File: src/rtl/lif_array_sched.sv
// lif_array_sched: one shared leaky integrate-and-fire datapath serving
// N_NEURONS virtual neurons. A timestep updates one neuron per cycle in index
// order, then pulses step_done for one cycle.
//
// Handshake: step_start is a single-cycle request. It is taken only in IDLE.
// While busy is high it is ignored, and it is neither queued nor counted.
// step_done is high for exactly one cycle. spk_vec is valid in that cycle and
// holds its value until the next timestep updates it.
module lif_array_sched #(
  parameter int N_NEURONS = 8,
  parameter int IDX_W     = $clog2(N_NEURONS)
) (
  input  logic             clk,
  input  logic             reset_n,
  input  logic             cfg_we,
  input  logic             cfg_addr,
  input  logic [7:0]       cfg_wdata,
  input  logic             cur_we,
  input  logic [IDX_W-1:0] cur_idx,
  input  logic [7:0]       cur_data,
  input  logic             step_start,
  output logic             busy,
  output logic             step_done,
  output logic [N_NEURONS-1:0] spk_vec,
  input  logic [IDX_W-1:0] rd_idx,
  output logic [7:0]       rd_data
);

  typedef enum logic [1:0] {
    IDLE   = 2'd0,
    UPDATE = 2'd1,
    DONE   = 2'd2
  } fsm_t;

  fsm_t             fsm_q, fsm_d;
  logic [IDX_W-1:0] idx_q, idx_d;
  logic             upd_en;

  logic [7:0] state_mem [N_NEURONS];
  logic [7:0] cur_mem   [N_NEURONS];
  logic [7:0] threshold;
  logic [7:0] beta;

  // Shared datapath signals for the neuron selected by idx_q.
  logic [15:0] prod;
  logic [12:0] sum;
  logic [7:0]  nxt;
  logic        fire;

  // Register the FSM state and the neuron pointer.
  always_ff @(posedge clk) begin
    if (!reset_n) begin
      fsm_q <= IDLE;
      idx_q <= '0;
    end else begin
      fsm_q <= fsm_d;
      idx_q <= idx_d;
    end
  end

  // Compute the next FSM state, the next pointer and the status outputs.
  always_comb begin
    fsm_d     = fsm_q;
    idx_d     = idx_q;
    upd_en    = 1'b0;
    busy      = 1'b0;
    step_done = 1'b0;
    case (fsm_q)
      IDLE: begin
        if (step_start) begin
          fsm_d = UPDATE;
          idx_d = '0;
        end
      end
      UPDATE: begin
        busy   = 1'b1;
        upd_en = 1'b1;
        if (idx_q == IDX_W'(N_NEURONS - 1)) begin
          fsm_d = DONE;
          idx_d = '0;
        end else begin
          idx_d = idx_q + 1'b1;
        end
      end
      DONE: begin
        busy      = 1'b1;
        step_done = 1'b1;
        fsm_d     = IDLE;
      end
      default: begin
        fsm_d = IDLE;
        idx_d = '0;
      end
    endcase
  end

  // LIF update: leak by the Q4.4 factor beta, add the current, saturate
  // at 255, then fire when the result reaches the threshold.
  always_comb begin
    prod = beta * state_mem[idx_q];
    sum  = {5'd0, cur_mem[idx_q]} + {1'b0, prod[15:4]};
    nxt  = (sum > 13'd255) ? 8'd255 : sum[7:0];
    fire = (nxt >= threshold);
  end

  // Config registers. Writes are dropped while a timestep is running, so
  // every neuron in a step sees the same threshold and beta.
  always_ff @(posedge clk) begin
    if (!reset_n) begin
      threshold <= 8'd200;
      beta      <= 8'd10;
    end else if (cfg_we && !busy) begin
      if (cfg_addr) beta      <= cfg_wdata;
      else          threshold <= cfg_wdata;
    end
  end

  // Input currents. Writes are accepted in any state. A write to the neuron
  // being updated lands at the same edge, so this step uses the old value.
  always_ff @(posedge clk) begin
    if (!reset_n) begin
      for (int i = 0; i < N_NEURONS; i++) cur_mem[i] <= 8'd0;
    end else if (cur_we) begin
      cur_mem[cur_idx] <= cur_data;
    end
  end

  // Membrane state and spike flags, written for one neuron per UPDATE cycle.
  always_ff @(posedge clk) begin
    if (!reset_n) begin
      for (int i = 0; i < N_NEURONS; i++) state_mem[i] <= 8'd0;
      spk_vec <= '0;
    end else if (upd_en) begin
      state_mem[idx_q] <= fire ? 8'd0 : nxt;
      spk_vec[idx_q]   <= fire;
    end
  end

  // Registered readback. It shows the state as of the previous edge and does
  // not bypass a write made at the same edge.
  always_ff @(posedge clk) begin
    if (!reset_n) rd_data <= 8'd0;
    else          rd_data <= state_mem[rd_idx];
  end

endmodule

File: config.mk
export PLATFORM = sky130hd
export DESIGN_NAME = lif_array_sched
export DESIGN_NICKNAME = d
export VERILOG_FILES = /design/src/rtl/lif_array_sched.sv
export SDC_FILE = /design/constraint.sdc
export NUM_CORES = 1
export LEC_CHECK = 0
export CAP_MARGIN = 30
export CORE_ASPECT_RATIO = 0.8
export CORE_MARGIN = 10
export CORE_UTILIZATION = 30
export CTS_CLUSTER_SIZE = 20
export DETAILED_ROUTE_END_ITERATION = 7
export PLACE_DENSITY = 0.45
export SETUP_SLACK_MARGIN = 0.1
export SYNTH_ARGS = -nofsm -noshare
export SYNTH_HDL_FRONTEND = slang
export SYNTH_SLANG_ARGS = --single-unit
File: constraint.sdc
create_clock -name clk -period 14 [get_ports clk]
set_input_delay 1.4 -clock clk [delete_from_list [all_inputs] [get_ports clk]]
set_output_delay 1.4 -clock clk [all_outputs]
set_load 0.05 [all_outputs]
== After elaboration in Yosys (flattened, before gate mapping) ==
Memory sizes are Yosys's and may differ from the RTL's. A register that Yosys moved wholly into a read port is not among the register bits.
Index checks and enable logic that the tools add are counted.

* Add/subtract/negate cells: 2
* Multiply operators: 1
* Order comparisons: 4
* Eq/ne operators: 5
* Mux-type cells: 31
* Bitwise logic cells: 2
* Reduce and logical (&&, ||, !) cells: 12

{| class="wikitable"
|+ Operators with widths
! kind !! count
|-
| $mux 8 || 4
|-
| $mux 3 || 8
|-
| $mul 8x8->16 || 1
|-
| $reduce_or 8->1 || 2
|-
| $add 8x12->13 || 1
|-
| $gt 13x8->1 const B || 1
|-
| $mux 1 || 13
|-
| $pmux 3 s3 || 1
|-
| $bwmux 8 || 1
|-
| $ge 8x8->1 || 1
|-
| $reduce_and 2->1 || 4
|-
| $lt 3x4->1 const B || 1
|-
| $mux 2 || 2
|-
| $ne 2x2->1 const B || 2
|-
| $pmux 2 s2 || 1
|-
| $add 3x1->3 const B || 1
|-
| $demux 1 s3 || 1
|-
| $eq 3x3->1 const B || 1
|-
| $ge 3x1->1 const B || 1
|-
| $eq 2x1->1 const B || 1
|-
| $eq 2x2->1 const B || 1
|-
| $logic_and 1x1->1 || 2
|-
| $logic_not 1->1 || 2
|-
| $logic_not 2->1 || 1
|-
| 2 further kinds || 3
|}

* Register bits: 29
* Memory bits (writable): 128
* Output and inout bits: 18
* Logic and storage cells: 64
* Memories kept: 2

{| class="wikitable"
|+ Memories
! memory !! words !! width !! rd ports !! clocked after memory_dff !! wr ports !! RTL line !! RTL
|-
| cur_mem || 8 || 8 || 1 || 1 || 8 || 40 || <nowiki>logic [7:0] cur_mem [N_NEURONS];</nowiki>
|-
| state_mem || 8 || 8 || 2 || 2 || 8 || 39 || <nowiki>logic [7:0] state_mem [N_NEURONS];</nowiki>
|}

== Depth between registers and ports, before layout ==
Gate-level depths: netlist of the first run.

* Depth in word-level cells: 7
* Depth in mapped cells: 38
* Gate-level depth less buffers: 34

== Worst setup path before layout of the first run ==
Ideal clock, no wire load.

* Kind: flip-flop to flip-flop
* Start: register with a tool-made name
* End: memory state_mem[4][0], data pin
* Data arrival time: 9.647 ns
* Required time: 13.849 ns
* Slack: 4.202 ns
* Stages on the path, launching flop included: 37
* Buffers on the path: 3
* Clock period less this slack: 9.798 ns
* Path through: dfxtp_1 > clkbuf_1 > buf_2 > mux4_2 > mux2i_1 > nor2b_1 > fa_1 > inv_1 > fa_1 > inv_1 > fa_1 > fa_1 > ha_1 > o21ai_0 > a21oi_1 > o21a_1 > o21ai_0 > nand2b_1 > a21oi_1 > xnor2_1 > ha_1 > a21o_1 > a31oi_1 > a221o_1 > mux2_4 > nor4_4 > and2_1 > ha_1 > nand2b_1 > a21o_1 > a21o_1 > a211oi_1 > nor2_1 > o41ai_1 > clkbuf_1 > nand3_1 > a21oi_1

{| class="wikitable"
|+ RTL lines
! element !! RTL line
|-
| to (decl) || 39
|}

==> results of run 1 <==
stage by stage:
| stage | cells | setup WS [ns] |
|---|---|---|
| 2_1_floorplan | 876 | 4.20 |
| 3_3_place_gp | 1376 | 3.78 |
| 3_5_place_dp | 1385 | 3.84 |
| 4_1_cts | 1417 | 3.77 |
| 5_1_grt | 1417 | 3.05 |
| 6_report | 1417 | 3.78 |
cell usage in the layout, fill, tap and decap left out, drive strengths merged, types with 8 or more instances in the layout:
master,instances
nand2,16
nand3,14
mux2,8
mux4,48
dfxtp,40
nand2b,30
nor2,62
nor2b,72
clkdlybuf4s50,44
o21ai,39
inv,74
buf,28
a21oi,60
clkbuf,18
edfxtp,128
mux2i,29
fa,37
and2,66
ha,56
registers in the layout (all words and copies together) (netlist names), named ones only:
signal / flops
beta: 8
idx_q: 3
state_mem: 64
fsm_q: 2
cur_mem: 64
threshold: 8
rd_data: 8
spk_vec: 8
tightest hold or removal path, delay by kind of cell, from the launching register on:
kind                   cells  cell delay [ns]
flip-flops                 1             0.30
AO/OA/AOI/OAI              1             0.10
buffers and inverters      1             0.06
worst max-delay path by stage:
stage | start | to | slack, ns
after floorplan | register | state_mem[4][0] | 4.20
after global placement | register | state_mem[1][3] | 3.78
after detailed placement | register | state_mem[1][0] | 3.84
after CTS | register | state_mem[1][0] | 3.77
after global routing | register | state_mem[1][0] | 3.05
final | register | state_mem[1][0] | 3.78
kinds of logic (layout without fill, tap and decap cells):
family                   Yosys count  count (layout)  synth area share [%]
flip-flops                       168             168                  44.4
AO/OA/AOI/OAI                    131             131                  7.18
multiplexers                      85              85                  14.2
adder cells (fa/ha/maj)           93              93                  13.8
AND/OR/NAND/NOR                  285             285                  15.4
buffers and inverters            103             172                  4.07
XOR/XNOR                          11              11                 0.921
metal layers:
layer | up-vias | global-route usage, %
li1 | 3240 | -
met1 | 3429 | 20.7
met2 | 149 | 19.8
met3 | 20 | 3.17
met4 | 0 | 3.12
met5 | - | 0
final cells by class:
cell class / instances / area share, %
clock buffer: 18 / 3.54
inverter: 68 / 2.10
sequential: 168 / 38.3
clock inverter: 14 / 1.34
multi-input combinational: 605 / 44.5
tap: 472 / 4.87
timing repair buffer: 72 / 5.29
report_power, final:
| part | internal, mW | switching, mW |
|---|---|---|
| registers | 0.579 | 0.0215 |
| logic | 0.599 | 1.09 |
| clock network | 0.269 | 0.229 |
==> results.py, run 1 <==
metrics = {
    "status": {
        "status": "finished clean",
    },
    "grt": {
        "grt_pass1_wl_mm": 44.9,
        "grt_pass1_vias": 7102,
        "antenna_found_initial": 0,
        "grt_use_total_pct": 13.9,
        "grt_overflow": 0,
        "grt_max_degree": 64,
    },
    "cts": {
        "ctsResizeCount": 0,
        "cts.sinks": 168,
        "clk_path_buf_depth": 2,
        "cts_root_buf": "clkbuf_16",
        "clkLatencyLatePin_ns": 0.45,
        "clk_pin_slew_worst_paths_ns": 0.07,
        "numCtsBuffers": 17,
        "htreeDepth": 4,
        "post_cts_buffers": 0,
        "hold_buffers": 0,
        "cts_tree": "built",
    },
    "route": {
        "route.met3.wl_mm": 1.52,
        "wl_met1_mm": 15.1,
        "wl_mm": 29.1,
        "viasPerCell": 4.83,
        "ant_nets": 0,
        "drtPass1Iterations": 5,
        "met2_wirelength_mm": 12.2,
        "dr.max_layer_used": "met4",
        "post_drt_wl_per_cell_um": 20.5,
        "dr_total_vias": 6838,
        "drc": 0,
        "drt_iter0_drc": 506,
    },
    "synth": {
        "syn-num-nets": 997,
        "ys_types": 54,
        "avgSynthCellArea_sq_um": 11.9,
        "synth_edf_count": 128,
        "synth.largest_area_cell": "edfxtp_1",
        "synth.most_common_cell": "edfxtp_1",
        "synth_top_area_share_pct": 36.8,
        "synth_cells": 876,
        "synthFlopType": "edfxtp_1",
        "netlist_top_cells_area": "edfxtp_1 37%, mux4_2 10%, dfxtp_1 7.7%",
        "netlist_top_cells_count": "128 x edfxtp_1, 72 x nor2b_1, 66 x and2_1",
        "synthArstFlopShare_pct": 0,
        "ys_ff_latch": 168,
        "synth_warnings": 0,
        "ys_seq_area_share_pct": 44.4,
        "syn_area_sq_mm": 0.0105,
    },
    "pwr": {
        "finalPower_mw": 2.78,
        "ir_worst_vdd_mv": 0.191,
        "powerDensity_mw_per_mm2": 230,
        "p_leak_nw": 4.66,
    },
    "run": {
        "maxCapViolCount": 0,
    },
    "sta": {
        "rsz0062_at_grt": "false",
        "hold_slack_ns": 0.521,
        "hold_viol_final": 0,
        "setup_viol": 0,
        "period_needed_ns": 10.22,
        "tightest_slew_ns": 1.02,
        "fin_crit_sh_pct": 73.0,
        "slew_violations": 0,
        "tns_ns": 0,
        "skew_ns": 0.0182,
        "slew_headroom_pct": 31.3,
        "fmax_ghz": 0.0979,
    },
    "worst_setup_path": {
        "cp-start-kind": "register",
        "cp_slowest_cell": "mux2i_1",
        "crit_family": "adder cells",
        "rr_endpoint": "state_mem[1][0]",
        "cpPeakStageDelay_ns": 0.71,
        "cp-end-kind": "register",
        "crit_buf_inv": 4,
        "crit_cells": 35,
        "regToRegSetupSlack_ns": 3.78,
        "crit_required_ns": 14.28,
        "cpMostUsedCell": "fa_1",
        "r2r_cells": 35,
        "worstPathArrival_ns": 10.50,
        "cp_max_fo": 36,
        "worst-setup-path-type": "reg -> reg",
    },
    "cells_and_area": {
        "syn2layout_area_growth_pct": 15.9,
        "nFillCells": 3476,
        "layout.nets": 1053,
        "regArea_sq_mm": 0.00465,
        "multi_input_area_sq_mm": 0.00540,
        "final_util_pct": 35.1,
        "design_area_sq_mm": 0.0121,
        "antenna_cells": 0,
        "drive_above_1_share_pct": 13.3,
    },
    "floorplan": {
        "die_w_um": 229,
        "die_area_sq_mm": 0.0428,
        "start_util_pct": 30.3,
        "ios": 46,
        "die_h_um": 187,
        "num_rows": 61,
        "core-area_sq_mm": 0.0346,
    },
    "placement": {
        "placed_area_sq_mm": 0.0115,
        "io_buffers": 45,
        "gp_congestion": 0.789,
        "dpl.hpwl_mm": 20.9,
    },
    "min_path": {
        "whs_path_depth": 2,
        "hold_path_class": "reg -> reg",
        "min_from": "threshold[6]",
        "whs_endpoint": "threshold[6]",
    },
}
Power figures use the tool's default switching activity.
==> inputs of run 2 (changes only) <==
--- a/config.mk
+++ b/config.mk
@@ -11,7 +11,7 @@
 export CORE_UTILIZATION = 30
 export CTS_CLUSTER_SIZE = 20
 export DETAILED_ROUTE_END_ITERATION = 7
-export PLACE_DENSITY = 0.45
+export PLACE_DENSITY = 0.47
 export SETUP_SLACK_MARGIN = 0.1
 export SYNTH_ARGS = -nofsm -noshare
 export SYNTH_HDL_FRONTEND = slang
==> constraint.sdc (replaced) <==
create_clock -name clk -period 9.1 [get_ports clk]
set_input_delay 0.91 -clock clk [delete_from_list [all_inputs] [get_ports clk]]
set_output_delay 0.91 -clock clk [all_outputs]
set_load 0.05 [all_outputs]
==> results.py, run 2 (same netlist as run 1, synthesis figures left out) <==
metrics = {
    "grt": {
        "grt_overflow": 0,
        "grt_use_total_pct": 13.0,
        "grt_pass1_wl_mm": 43.0,
        "antenna_found_initial": 0,
        "grt_max_degree": 64,
        "grt_pass1_vias": 7149,
    },
    "floorplan": {
        "die_area_sq_mm": 0.0428,
        "start_util_pct": 30.3,
        "ios": 46,
        "die_w_um": 229,
        "num_rows": 61,
        "die_h_um": 187,
        "core-area_sq_mm": 0.0346,
    },
    "worst_setup_path": {
        "cp_max_fo": 8,
        "cp_slowest_cell": "fa_1",
        "cpMostUsedCell": "fa_1",
        "worstPathArrival_ns": 8.90,
        "worst-setup-path-type": "reg -> reg",
        "crit_required_ns": 9.39,
        "crit_family": "adder cells",
        "cpPeakStageDelay_ns": 0.58,
        "crit_buf_inv": 7,
        "cp-start-kind": "register",
        "regToRegSetupSlack_ns": 0.49,
        "cp-end-kind": "register",
    },
    "run": {
        "maxCapViolCount": 0,
    },
    "cts": {
        "clk_pin_slew_worst_paths_ns": 0.08,
        "cts.sinks": 168,
        "cts_tree": "built",
        "htreeDepth": 4,
        "clk_path_buf_depth": 2,
        "clkLatencyLatePin_ns": 0.44,
        "numCtsBuffers": 17,
        "cts_root_buf": "clkbuf_16",
    },
    "min_path": {
        "hold_path_class": "reg -> reg",
    },
    "pwr": {
        "finalPower_mw": 4.94,
        "ir_worst_vdd_mv": 0.443,
        "p_leak_nw": 4.84,
        "powerDensity_mw_per_mm2": 390,
    },
    "sta": {
        "hold_viol_final": 0,
        "setup_viol": 0,
        "rsz0062_at_grt": "true",
        "period_needed_ns": 8.61,
        "tightest_slew_ns": 1.01,
        "slew_headroom_pct": 32.5,
        "slew_violations": 0,
        "fin_crit_sh_pct": 94.6,
        "fmax_ghz": 0.116,
        "skew_ns": 0.0133,
    },
    "placement": {
        "dpl.hpwl_mm": 20.7,
        "io_buffers": 45,
        "placed_area_sq_mm": 0.0116,
        "gp_congestion": 0.812,
    },
    "cells_and_area": {
        "design_area_sq_mm": 0.0126,
        "nFillCells": 3418,
        "most-common-layout-cells": "128 x edfxtp_1, 71 x nor2b_1, 66 x and2_1",
        "multi_input_area_sq_mm": 0.00564,
        "syn2layout_area_growth_pct": 20.9,
        "drive_above_1_share_pct": 19.9,
        "final_common_cell": "edfxtp_1",
        "antenna_cells": 0,
        "reg_top3": "cur_mem: 64 flops, state_mem: 64 flops",
        "layout.nets": 1081,
        "regArea_sq_mm": 0.00465,
    },
    "status": {
        "status": "finished clean",
    },
    "route": {
        "wl_mm": 28.1,
        "drt_iter0_drc": 426,
        "post_drt_wl_per_cell_um": 19.4,
        "viasPerCell": 4.85,
        "drtPass1Iterations": 5,
        "drc": 0,
        "dr_total_vias": 7004,
        "ant_nets": 0,
    },
}
==> run 2: worst reg2reg max path, delay by kind of cell, from the launching register on <==
family / cells / cell delay, ns
adder cells (fa/ha/maj): 7 / 2.90
XOR/XNOR: 1 / 0.12
multiplexers: 3 / 1.06
AND/OR/NAND/NOR: 9 / 1.54
buffers and inverters: 7 / 0.88
AO/OA/AOI/OAI: 7 / 1.60
flip-flops: 1 / 0.39
==> run 2: final timing paths <==
check / startpoint / end / depth (start not counted)
setup / recovery: register / state_mem[5][0] / 34
hold / removal: threshold[7] / threshold[7] / 2
setup reg to reg: register / state_mem[5][0] / 34
hold reg to reg: threshold[7] / threshold[7] / 2
==> run 2: per-layer routing <==
metal	global-route usage (%)	wire [um]
met1	19.3	14400
met2	19.1	12300
met3	2.56	1180
met4	2.53	164
met5	0	0
==> run 2: metrics by stage <==
stage               util (%)  hold slack (ns)  std cells  setup WS [ns]  TNS [ns]
floorplan                  -            0.480        876          0.100         0
detailed placement      33.7            0.506       1395        -0.0783    -0.913
global route            36.6            0.539       1445         0.0625         0
global placement        33.6            0.504       1392        -0.0476    -0.732
CTS                     35.6            0.520       1427          0.203         0
finish                  36.6            0.521       1445          0.487         0
==> run 2: what timing repair did <==
item / in CTS / in global routing
cloned: 0 / 1
hold buffers: 0 / 0
endpoints found under the setup margin: 56 / 72
pin swaps: 1 / 9
resized for setup: 9 / 45
setup buffers: 0 / 16
==> run 2: report_power, final <==
| part | internal [mW] | switching [mW] |
|---|---|---|
| registers | 0.891 | 0.0349 |
| clock network | 0.418 | 0.352 |
| logic | 1.30 | 1.94 |
==> run 2: final cells by class <==
type                    instances  area share [%]
repair buffers                100            7.18
clock buffers                  17            3.36
clock inverters                15            1.42
inverters                      68            2.02
flip-flops and latches        168            36.8
multi-input cells             605            44.6
well taps                     472            4.67
